$ cat config.mk
export PLATFORM = sky130hd
export DESIGN_NAME = gsim_sweep_ctrl
export DESIGN_NICKNAME = d
export VERILOG_FILES = /design/src/rtl/gsim_sweep_ctrl.sv
export SDC_FILE = /design/constraint.sdc
export NUM_CORES = 1
export LEC_CHECK = 0
export ABC_CLOCK_PERIOD_IN_PS = 4600
export CAP_MARGIN = 20
export CORE_MARGIN = 3
export CORE_UTILIZATION = 45
export CTS_BUF_LIST = sky130_fd_sc_hd__clkbuf_16
export DETAILED_ROUTE_END_ITERATION = 16
export GPL_ROUTABILITY_DRIVEN = 1
export PLACE_DENSITY = 0.73
export SETUP_SLACK_MARGIN = 0.05
export SYNTH_ARGS = -nofsm -noshare
export SYNTH_HDL_FRONTEND = slang
export SYNTH_SLANG_ARGS = --single-unit
$ cat constraint.sdc
create_clock -name clk -period 4.6 [get_ports clk]
set_input_delay 0.46 -clock clk [delete_from_list [all_inputs] [get_ports clk]]
set_output_delay 0.46 -clock clk [all_outputs]
set_load 0.02 [all_outputs]
$ cat src/rtl/gsim_sweep_ctrl.sv
// rtl/gsim_sweep_ctrl.sv - Gauss-Seidel sweep sequencer: row issue, convergence test, result drain
module gsim_sweep_ctrl #(
    parameter int N        = 16,
    parameter int MIN_ITER = 2
) (
    input  logic        clk,
    input  logic        reset,
    input  logic        start,
    input  logic [6:0]  max_iter,
    input  logic [31:0] tol,
    output logic        row_req,
    output logic [3:0]  row_idx,
    input  logic        row_gnt,
    input  logic        row_done,
    input  logic [31:0] delta,
    output logic        out_req,
    output logic [3:0]  out_idx,
    input  logic        out_rdy,
    output logic        busy,
    output logic        done,
    output logic        converged,
    output logic [6:0]  iter_cnt
);

    localparam logic [3:0] LAST_ROW  = 4'(N - 1);
    localparam logic [6:0] MIN_SWEEP = 7'(MIN_ITER);

    typedef enum logic [2:0] {
        ST_IDLE,
        ST_ISSUE,
        ST_WAIT,
        ST_SWEEP_END,
        ST_DRAIN,
        ST_FIN
    } state_t;

    state_t      state, state_n;
    logic [3:0]  row_idx_n, out_idx_n;
    logic [6:0]  iter_cnt_n, iter_inc;
    logic        converged_n;
    logic [31:0] max_delta, max_delta_n;
    logic [6:0]  iter_lim, iter_lim_n;
    logic [31:0] tol_q, tol_n;
    logic [31:0] abs_delta;
    logic        row_req_n, out_req_n, busy_n, done_n;

    // Two's complement magnitude; the most negative value has no positive twin, so clamp it.
    always_comb begin
        abs_delta = delta;
        if (delta[31]) begin
            if (delta == 32'h8000_0000) begin
                abs_delta = 32'h7FFF_FFFF;
            end else begin
                abs_delta = ~delta + 32'd1;
            end
        end
    end

    assign iter_inc = iter_cnt + 7'd1;

    always_comb begin
        state_n     = state;
        row_idx_n   = row_idx;
        out_idx_n   = out_idx;
        iter_cnt_n  = iter_cnt;
        converged_n = converged;
        max_delta_n = max_delta;
        iter_lim_n  = iter_lim;
        tol_n       = tol_q;

        case (state)
            ST_IDLE: begin
                if (start) begin
                    state_n     = ST_ISSUE;
                    iter_lim_n  = (max_iter == 7'd0) ? 7'd1 : max_iter;
                    tol_n       = tol;
                    iter_cnt_n  = 7'd0;
                    converged_n = 1'b0;
                    max_delta_n = 32'd0;
                    row_idx_n   = 4'd0;
                    out_idx_n   = 4'd0;
                end
            end
            ST_ISSUE: begin
                if (row_gnt) begin
                    state_n = ST_WAIT;
                end
            end
            ST_WAIT: begin
                if (row_done) begin
                    if (abs_delta > max_delta) begin
                        max_delta_n = abs_delta;
                    end
                    if (row_idx == LAST_ROW) begin
                        state_n = ST_SWEEP_END;
                    end else begin
                        row_idx_n = row_idx + 4'd1;
                        state_n   = ST_ISSUE;
                    end
                end
            end
            ST_SWEEP_END: begin
                iter_cnt_n = iter_inc;
                // Tolerance is tested first so a solve that converges on its last allowed sweep reports it.
                if (iter_inc >= MIN_SWEEP && max_delta <= tol_q) begin
                    converged_n = 1'b1;
                    out_idx_n   = 4'd0;
                    state_n     = ST_DRAIN;
                end else if (iter_inc >= iter_lim) begin
                    out_idx_n = 4'd0;
                    state_n   = ST_DRAIN;
                end else begin
                    max_delta_n = 32'd0;
                    row_idx_n   = 4'd0;
                    state_n     = ST_ISSUE;
                end
            end
            ST_DRAIN: begin
                if (out_rdy) begin
                    if (out_idx == LAST_ROW) begin
                        state_n = ST_FIN;
                    end else begin
                        out_idx_n = out_idx + 4'd1;
                    end
                end
            end
            ST_FIN: begin
                state_n = ST_IDLE;
            end
            default: begin
                state_n = ST_IDLE;
            end
        endcase

        // Strobes are decoded from the next state so they leave the register with the state itself.
        row_req_n = (state_n == ST_ISSUE);
        out_req_n = (state_n == ST_DRAIN);
        busy_n    = (state_n != ST_IDLE);
        done_n    = (state_n == ST_FIN);
    end

    always_ff @(posedge clk) begin
        if (reset) begin
            state     <= ST_IDLE;
            row_idx   <= 4'd0;
            out_idx   <= 4'd0;
            iter_cnt  <= 7'd0;
            converged <= 1'b0;
            max_delta <= 32'd0;
            iter_lim  <= 7'd1;
            tol_q     <= 32'd0;
            row_req   <= 1'b0;
            out_req   <= 1'b0;
            busy      <= 1'b0;
            done      <= 1'b0;
        end else begin
            state     <= state_n;
            row_idx   <= row_idx_n;
            out_idx   <= out_idx_n;
            iter_cnt  <= iter_cnt_n;
            converged <= converged_n;
            max_delta <= max_delta_n;
            iter_lim  <= iter_lim_n;
            tol_q     <= tol_n;
            row_req   <= row_req_n;
            out_req   <= out_req_n;
            busy      <= busy_n;
            done      <= done_n;
        end
    end

endmodule

==> summary.md, run 1 <==
| Metric | Value |
|---|---|
| Synth Instances | 860 |
| Area contributors post-synth | dfxtp_1 29%, ha_1 15%, nand2_1 11% |
| Post-placement worst setup slack | -0.2778 ns |
| Total die area | 0.01586 mm² |
| TritonCTS clock tree | built |
| Final setup fails | 0 |
| Status | finished, final reports clean |
| Synth top area share | 29.07% |
| Overall Global Routing Usage | 20.20% |
| Startpoint types | input pin |
| CTS root buf | clkbuf_16 |
| Nets | 1128 |
| Post-Syn Nets | 1013 |
| Fill cell count | 1318 |
| Synth Register Bits | 94 |
| Post-DP HPWL | 12.46 mm |
| Share of layout cells above drive strength 1 | 8.673% |
| Hold_sp | tol_q[16]$_SDFFE_PP0P_ |
| Number of flops mapped to enable cells by yosys | 0 |
| Synth warn | 0 |
| DRC | 0 |
| P&R area growth vs syn | 27.44% |
| Fin. Hold Viols | 0 |
| Number of buffers inserted by hold repair at cts | 0 |
| CORE AREA | 0.01399 mm² |
| Slew HR | 53.64% |
| Sequential element share of the synthesized area | 29.07% |
| Placed cell count | 1143 |
| Routed wire length | 16.46 mm |
| Cell taking the most area after synthesis | dfxtp_1 |
| Async SR Flop Fraction | 0% |
| GR Overflow Total | 0 |
| CP Max Fanout | 24 |
| Final period utilization | 95.85% |
| Post-route ant nets | 0 |
| Worst Path Class, Setup | input pin to flop |
| Iter 0 DRT Violations | 395 |
| Worst Hold Class | flop to flop |
| Crit. End Element | flop |
| I/O Buffers | 96 |
| Worst-Margin Slew | 0.6937 ns |
| Most common flop cell mapped by yosys | dfxtp_1 |
| Width of the chip | 125.9 µm |
| Met2 global-route usage | 34.08% |
| Sink Count | 94 |
| CTS buffer count | 9 |
| Min Clock Period, post-route | 4.409 ns |
| Leakage power | 3.374 nW |
| ANT cells | 0 |
| Synth cell count leaders | 194 x nand2_1, 94 x dfxtp_1, 83 x inv_1 |
| Met1 usage | 26.55% |
| Fin worst setup slack | 0.1911 ns |
| Top Usage Layer GRT | met2 |
| Setup Skew | 0.008025 ns |
| Worst IR Drop VDD | 215.1 µV |
| Critical path arrival | 4.68 ns |
| Max Cap Viol | 0 |
| CTS Buffer Depth | 2 |
| Leading cell type by number of instances after synthesis | nand2_1 |
| Power per cell area | 250.1 mW/mm² |
| Critical Path Start | delta[12] |
| Initial antenna violation count | 0 |
| H-tree levels | 3 |
| Vias | 6182 |
| Number of core rows | 43 |
| Setup TNS Final | 0 ns |
| Largest net degree at the start of global routing | 63 |
| Netlist cell types | 59 |
| IO Count | 97 |
| Met3 Track Usage GR | 3.944% |
| Vias in the first global route | 5714 |
| Final Non-Filler Cells | 1160 |
| Clk Latency, worst-skew pair | 0.35 ns |
| Max Fclk | 0.2268 GHz |
| Starting Density | 46.28% |
| Synth Cell Area | 0.006474 mm² |
| Via/cell ratio | 5.329 |
| RSZ-0062 raised after global routing | no |
| Syn_area_per_cell | 7.528 µm² |
| CTS clock-pin slew for the worst setup and hold paths | 0.06 ns |
| Max-slew violations | 0 |
| Worst r2r src | iter_cnt[0]$_SDFFE_PP0P_ |
| Pwr Total | 2.064 mW |
| Gpl congestion | 0.8263 |
| First-pass GRT wire length | 26.79 mm |
| Wire length per cell | 14.19 µm |
| Data required time of the critical path | 4.87 ns |
| DRT Pass-1 Iters | 5 |
| Die Ht | 125.9 µm |
-- metal layers --
| metal | share of wire (%) | up-vias | routed length, µm |
|---|---|---|---|
| li1 | - | 3197 | - |
| met1 | 47 | 2838 | 7678 |
| met2 | 48 | 125 | 7868 |
| met3 | 3.9 | 22 | 644 |
| met4 | 1.6 | 0 | 270 |
| met5 | 0 | - | 0 |
-- where the power goes --
group | leakage [nW] | switching [mW] | internal (mW)
clock network | 0.145 | 0.308 | 0.413
logic | 2.46 | 0.253 | 0.224
registers | 0.764 | 0.0203 | 0.846
total | 3.37 | 0.581 | 1.48
-- per-stage QoR --
stage          utilization (%)  instance area (µm²)  hold WS [ns]
6_report                 58.98                 8250        0.4536
4_1_cts                  58.18                 8138        0.4567
3_5_place_dp             56.16                 7856        0.4486
5_1_grt                  58.98                 8250        0.4800
3_3_place_gp             56.16                 7856        0.4430
2_1_floorplan                -                 6474        0.4363
-- cells in the final DEF (no fill, tap or decap), types with 27 or more instances in the layout --
| cell type | netlist | layout |
|---|---|---|
| dfxtp_1 | 94 | 94 |
| inv_1 | 83 | 84 |
| clkdlybuf4s50_1 | 0 | 94 |
| buf_4 | 0 | 45 |
| ha_1 | 76 | 75 |
| mux2i_1 | 31 | 31 |
| o21ai_0 | 31 | 27 |
| nand2_1 | 194 | 194 |
| nor2_1 | 35 | 35 |
| a21oi_1 | 80 | 79 |
-- final cells by class --
class	count	area [µm²]	area share [%]
timing repair buffer	144	1339	16.23
clock buffer	9	225.2	2.730
multi-input combinational	642	4208	51.00
clock inverter	7	56.30	0.6824
sequential	94	1882	22.81
tap	180	225.2	2.730
inverter	84	315.3	3.822
-- worst max-delay path, stage by stage --
cell and delay, ns:
clkdlybuf4s50_1 0.45, or4_4 0.51, or4_4 0.58, or3_1 0.41
a21bo_2 0.24, o21ai_2 0.08, ha_1 0.28, nand4_1 0.19
nor4_4 0.06, and2_4 0.14, o31a_1 0.10, or4_4 0.52
o211ai_1 0.18, buf_12 0.25, mux2i_1 0.22
-- repair_timing --
| item | CTS | global route |
|---|---|---|
| setup buffers | 0 | 1 |
| gates resized for setup | 0 | 23 |
| endpoints found under the setup margin | 0 | 32 |
-- cell families after synthesis --
group           count (synthesis)  share of synthesized area (%)
compound gates                176                          16.85
xor+xnor                       28                          3.788
fa+ha+maj                      76                          14.69
buf+inv                       124                          7.402
flops                          94                          29.07
mux                            32                          4.967
simple gates                  330                          23.23
-- registers in the layout, indices dropped and copies added, names as in the netlist, 3 cells and up --
register,cells
iter_cnt,7
iter_lim,7
max_delta,32
out_idx,4
row_idx,4
state,3
tol_q,32
-- final timing paths --
| path | endpoint | slack [ns] | cells after the start |
|---|---|---|---|
| setup / recovery | max_delta[23]$_SDFFE_PP0P_ | 0.19 | 15 |
| setup reg to reg | row_idx[1]$_SDFFE_PP0P_ | 1.45 | 9 |
| hold / removal | tol_q[16]$_SDFFE_PP0P_ | 0.45 | 2 |
| hold reg to reg | tol_q[16]$_SDFFE_PP0P_ | 0.45 | 2 |
Note: power is estimated with default switching activity, not from simulation.
==> run 2, diff against run 1 <==
Settings changed: CORE_UTILIZATION 45 to 30, PLACE_DENSITY 0.73 to 0.53, SLEW_MARGIN from default to 0.
==> run 2 against run 1 <==
Clock power is 11% higher. Sequential share of layout area is 0.93 points lower. Non-clock buffer count is 11 higher. Total power is 5.2% higher. Hold slack better by 0.00081 ns. Largest cell class unchanged.
==> summary.md, run 2 (synthesis gave the netlist of run 1 again) <==
| Metric | Value |
|---|---|
| Psw | 655.2 µW (+13%) |
| Number of core rows | 53 (+23%) |
| TritonCTS clock tree | built |
| Min Clock Period, post-route | 4.402 ns (-0.007196 ns) |
| Internal Power | 1.517 mW (+2.3%) |
| P&R area growth vs syn | 32.88% |
| Hold_sp | iter_lim[4]$_SDFFE_PP0P_ |
| Max Cap Viol | 0 (unchanged) |
| Starting Density | 30.70% (-16 points) |
| Post-route ant nets | 0 (unchanged) |
| Worst R2R Path Depth | 9 (unchanged) |
| Wire length per cell | 14.56 µm (+2.6%) |
| Vias | 6182 (unchanged) |
| CORE AREA | 0.02109 mm² (+51%) |
| Setup Skew | 0.01284 ns (+0.004819 ns) |
| I/O Buffers | 96 (unchanged) |
| CTS clock-pin slew for the worst setup and hold paths | 0.07 ns (about the same) |
| Initial antenna violation count | 0 (unchanged) |
| Iter 0 DRT Violations | 420 (+6.3%) |
| Power share of the clock group | 36.7% (+1.8 points) |
| Nets | 1139 (+0.98%) |
| Placed cell count | 1245 (+8.9%) |
| Combinational fraction of design power | 23.4% (+0.3 points) |
| Worst Path Class, Setup | input pin to flop |
| Crit. End Element | flop |
| Power per cell area | 252.5 mW/mm² (+0.94%) |
| ANT cells | 0 (unchanged) |
| IO Count | 97 (unchanged) |
| Final period utilization | 95.69% (-0.16 points) |
| CTS root buf | clkbuf_16 |
| DRC | 0 (unchanged) |
| Routed wire length | 18.43 mm (+12%) |
| Share of layout cells above drive strength 1 | 11.50% (+2.8 points) |
| Reg2reg end | row_idx[1]$_SDFFE_PP0P_ |
| Design Area, Final | 0.008602 mm² (+4.3%) |
| H-tree levels | 3 (unchanged) |
| GR Overflow Total | 0 (unchanged) |
| Hold endpoint | iter_lim[4]$_SDFFE_PP0P_ |
| Status | finished, final reports clean |
| Vias in the first global route | 5882 (+2.9%) |
| Overall Global Routing Usage | 15.06% (-5.1 points) |
| Max-slew violations | 0 (unchanged) |
| Most frequent cells in the layout | 194 x nand2_1, 94 x dfxtp_1, 85 x clkdlybuf4s50_1 |
| Worst r2r src | iter_cnt[0]$_SDFFE_PP0P_ |
| Most common cell after layout, fill and taps aside | nand2_1 |
| Leakage power | 3.541 nW (+5.0%) |
| Sink Count | 94 (unchanged) |
| Final setup fails | 0 (unchanged) |
| Post-DP Area | 0.008028 mm² (+2.2%) |
| CTS buffer count | 9 (unchanged) |
| Largest regs | max_delta x32, tol_q x32 |
| Worst IR Drop VDD | 142.6 µV (-34%) |
| Worst Hold Class | flop to flop |
| R2R Setup Slk | 1.23 ns (-0.22 ns) |
| Fin. Hold Viols | 0 (unchanged) |
| Gpl congestion | 0.8209 (-0.65%) |
| Worst-Margin Slew | 0.6893 ns (-0.004438 ns) |
| Width of the chip | 152.9 µm (+21%) |
| Data required time of the critical path | 4.89 ns (+0.02 ns) |
| RSZ-0062 raised after global routing | no |
| CP Max Fanout | 6 (-75%) |
| Seq pwr share | 39.8% (-2.2 points) |
| Critical path arrival | 4.69 ns (about the same) |
| Total die area | 0.02338 mm² (+47%) |
| Net Sw Frac | 30.17% (+2.0 points) |
| CTS Buffer Depth | 2 (unchanged) |
| Post-DP HPWL | 13.80 mm (+11%) |
| DRT Pass-1 Iters | 4 (-1) |
| Startpoint types | input pin |
| Slew HR | 54.05% (+0.41 points) |
| Final Non-Filler Cells | 1266 (+9.1%) |
| Max Fclk | 0.2272 GHz (+0.16%) |
| Hold path cells | 2 (unchanged) |
| Largest net degree at the start of global routing | 62 (-1.6%) |
| Clk Latency, worst-skew pair | 0.36 ns (about the same) |
| First-pass GRT wire length | 29.30 mm (+9.4%) |
| Via/cell ratio | 4.883 (-8.4%) |
| Die Ht | 152.9 µm (+21%) |
[run 2: power groups by stage]
stage	Sequential, mW	Clock (mW)	Combinational, mW
2_1_floorplan	0.879	0	0.284
3_3_place_gp	0.883	0	0.483
3_5_place_dp	0.884	0	0.484
4_1_cts	0.865	0.822	0.486
5_1_grt	0.869	0.852	0.569
6_report	0.865	0.798	0.509
[run 2: cell type report]
type	instances	area (µm²)
fillers	2230	12490
clock inverters	7	87.58
inverters	84	315.3
clock buffers	9	225.2
well taps	275	344.1
flip-flops and latches	94	1882
multi-input cells	642	4295
repair buffers	155	1453
[run 2: worst max path at each step]
stage,start,end,slack (ns),depth (start not counted)
3_5_place_dp,delta[18],max_delta[26]$_SDFFE_PP0P_,-0.30,16
5_1_grt,delta[16],max_delta[2]$_SDFFE_PP0P_,0.03,16
2_1_floorplan,delta[14],max_delta[0]$_SDFFE_PP0P_,0.17,17
4_1_cts,delta[18],max_delta[26]$_SDFFE_PP0P_,0.07,16
3_3_place_gp,delta[18],max_delta[23]$_SDFFE_PP0P_,-0.20,16
6_report,delta[16],max_delta[2]$_SDFFE_PP0P_,0.20,16
[run 2: routing by layer]
| metal | GRT usage, % | share of wire, % |
|---|---|---|
| met4 | 2.885 | 1.2 |
| met2 | 25.54 | 49 |
| met1 | 19.88 | 47 |
| met3 | 3.313 | 3.2 |
| met5 | 0 | 0 |
[run 2: worst max-delay path: stages]
cell and delay [ns]:
clkdlybuf4s50_1 0.42, or4_4 0.49, or4_4 0.51, buf_6 0.16, or2_4 0.24, o311a_1 0.33, nor2_4 0.13, ha_4 0.22
nand4_1 0.15, nor4_4 0.06, and2_4 0.14, o31a_1 0.10, or4_4 0.54, o211ai_1 0.27, buf_4 0.29, mux2i_1 0.19
[run 2: what timing repair did]
item | CTS | global route
endpoints found under the setup margin | 0 | 32
hold endpoints to repair | 0 | 0
gates resized for setup | 0 | 50
setup buffers | 0 | 3
hold buffers | 0 | 0
[run 2: per-stage QoR]
step	setup slack [ns]	hold WS (ns)	power, mW	utilization, %	TNS (ns)
final	0.1983	0.4544	2.172	40.79	0
after global routing	0.02818	0.4730	2.289	40.79	0
after CTS	0.07066	0.4581	2.172	39.55	0
after detailed placement	-0.3039	0.4477	1.368	38.07	-8.680
after global placement	-0.1957	0.4440	1.366	38.07	-5.772
after floorplan	0.1680	0.4363	1.164	-	0
==> run 3, diff against run 2 <==
Settings changed: SLEW_MARGIN 0 to default.
==> results of run 3 <==
No change in the layout: final DEF, timing and power equal those of run 2.
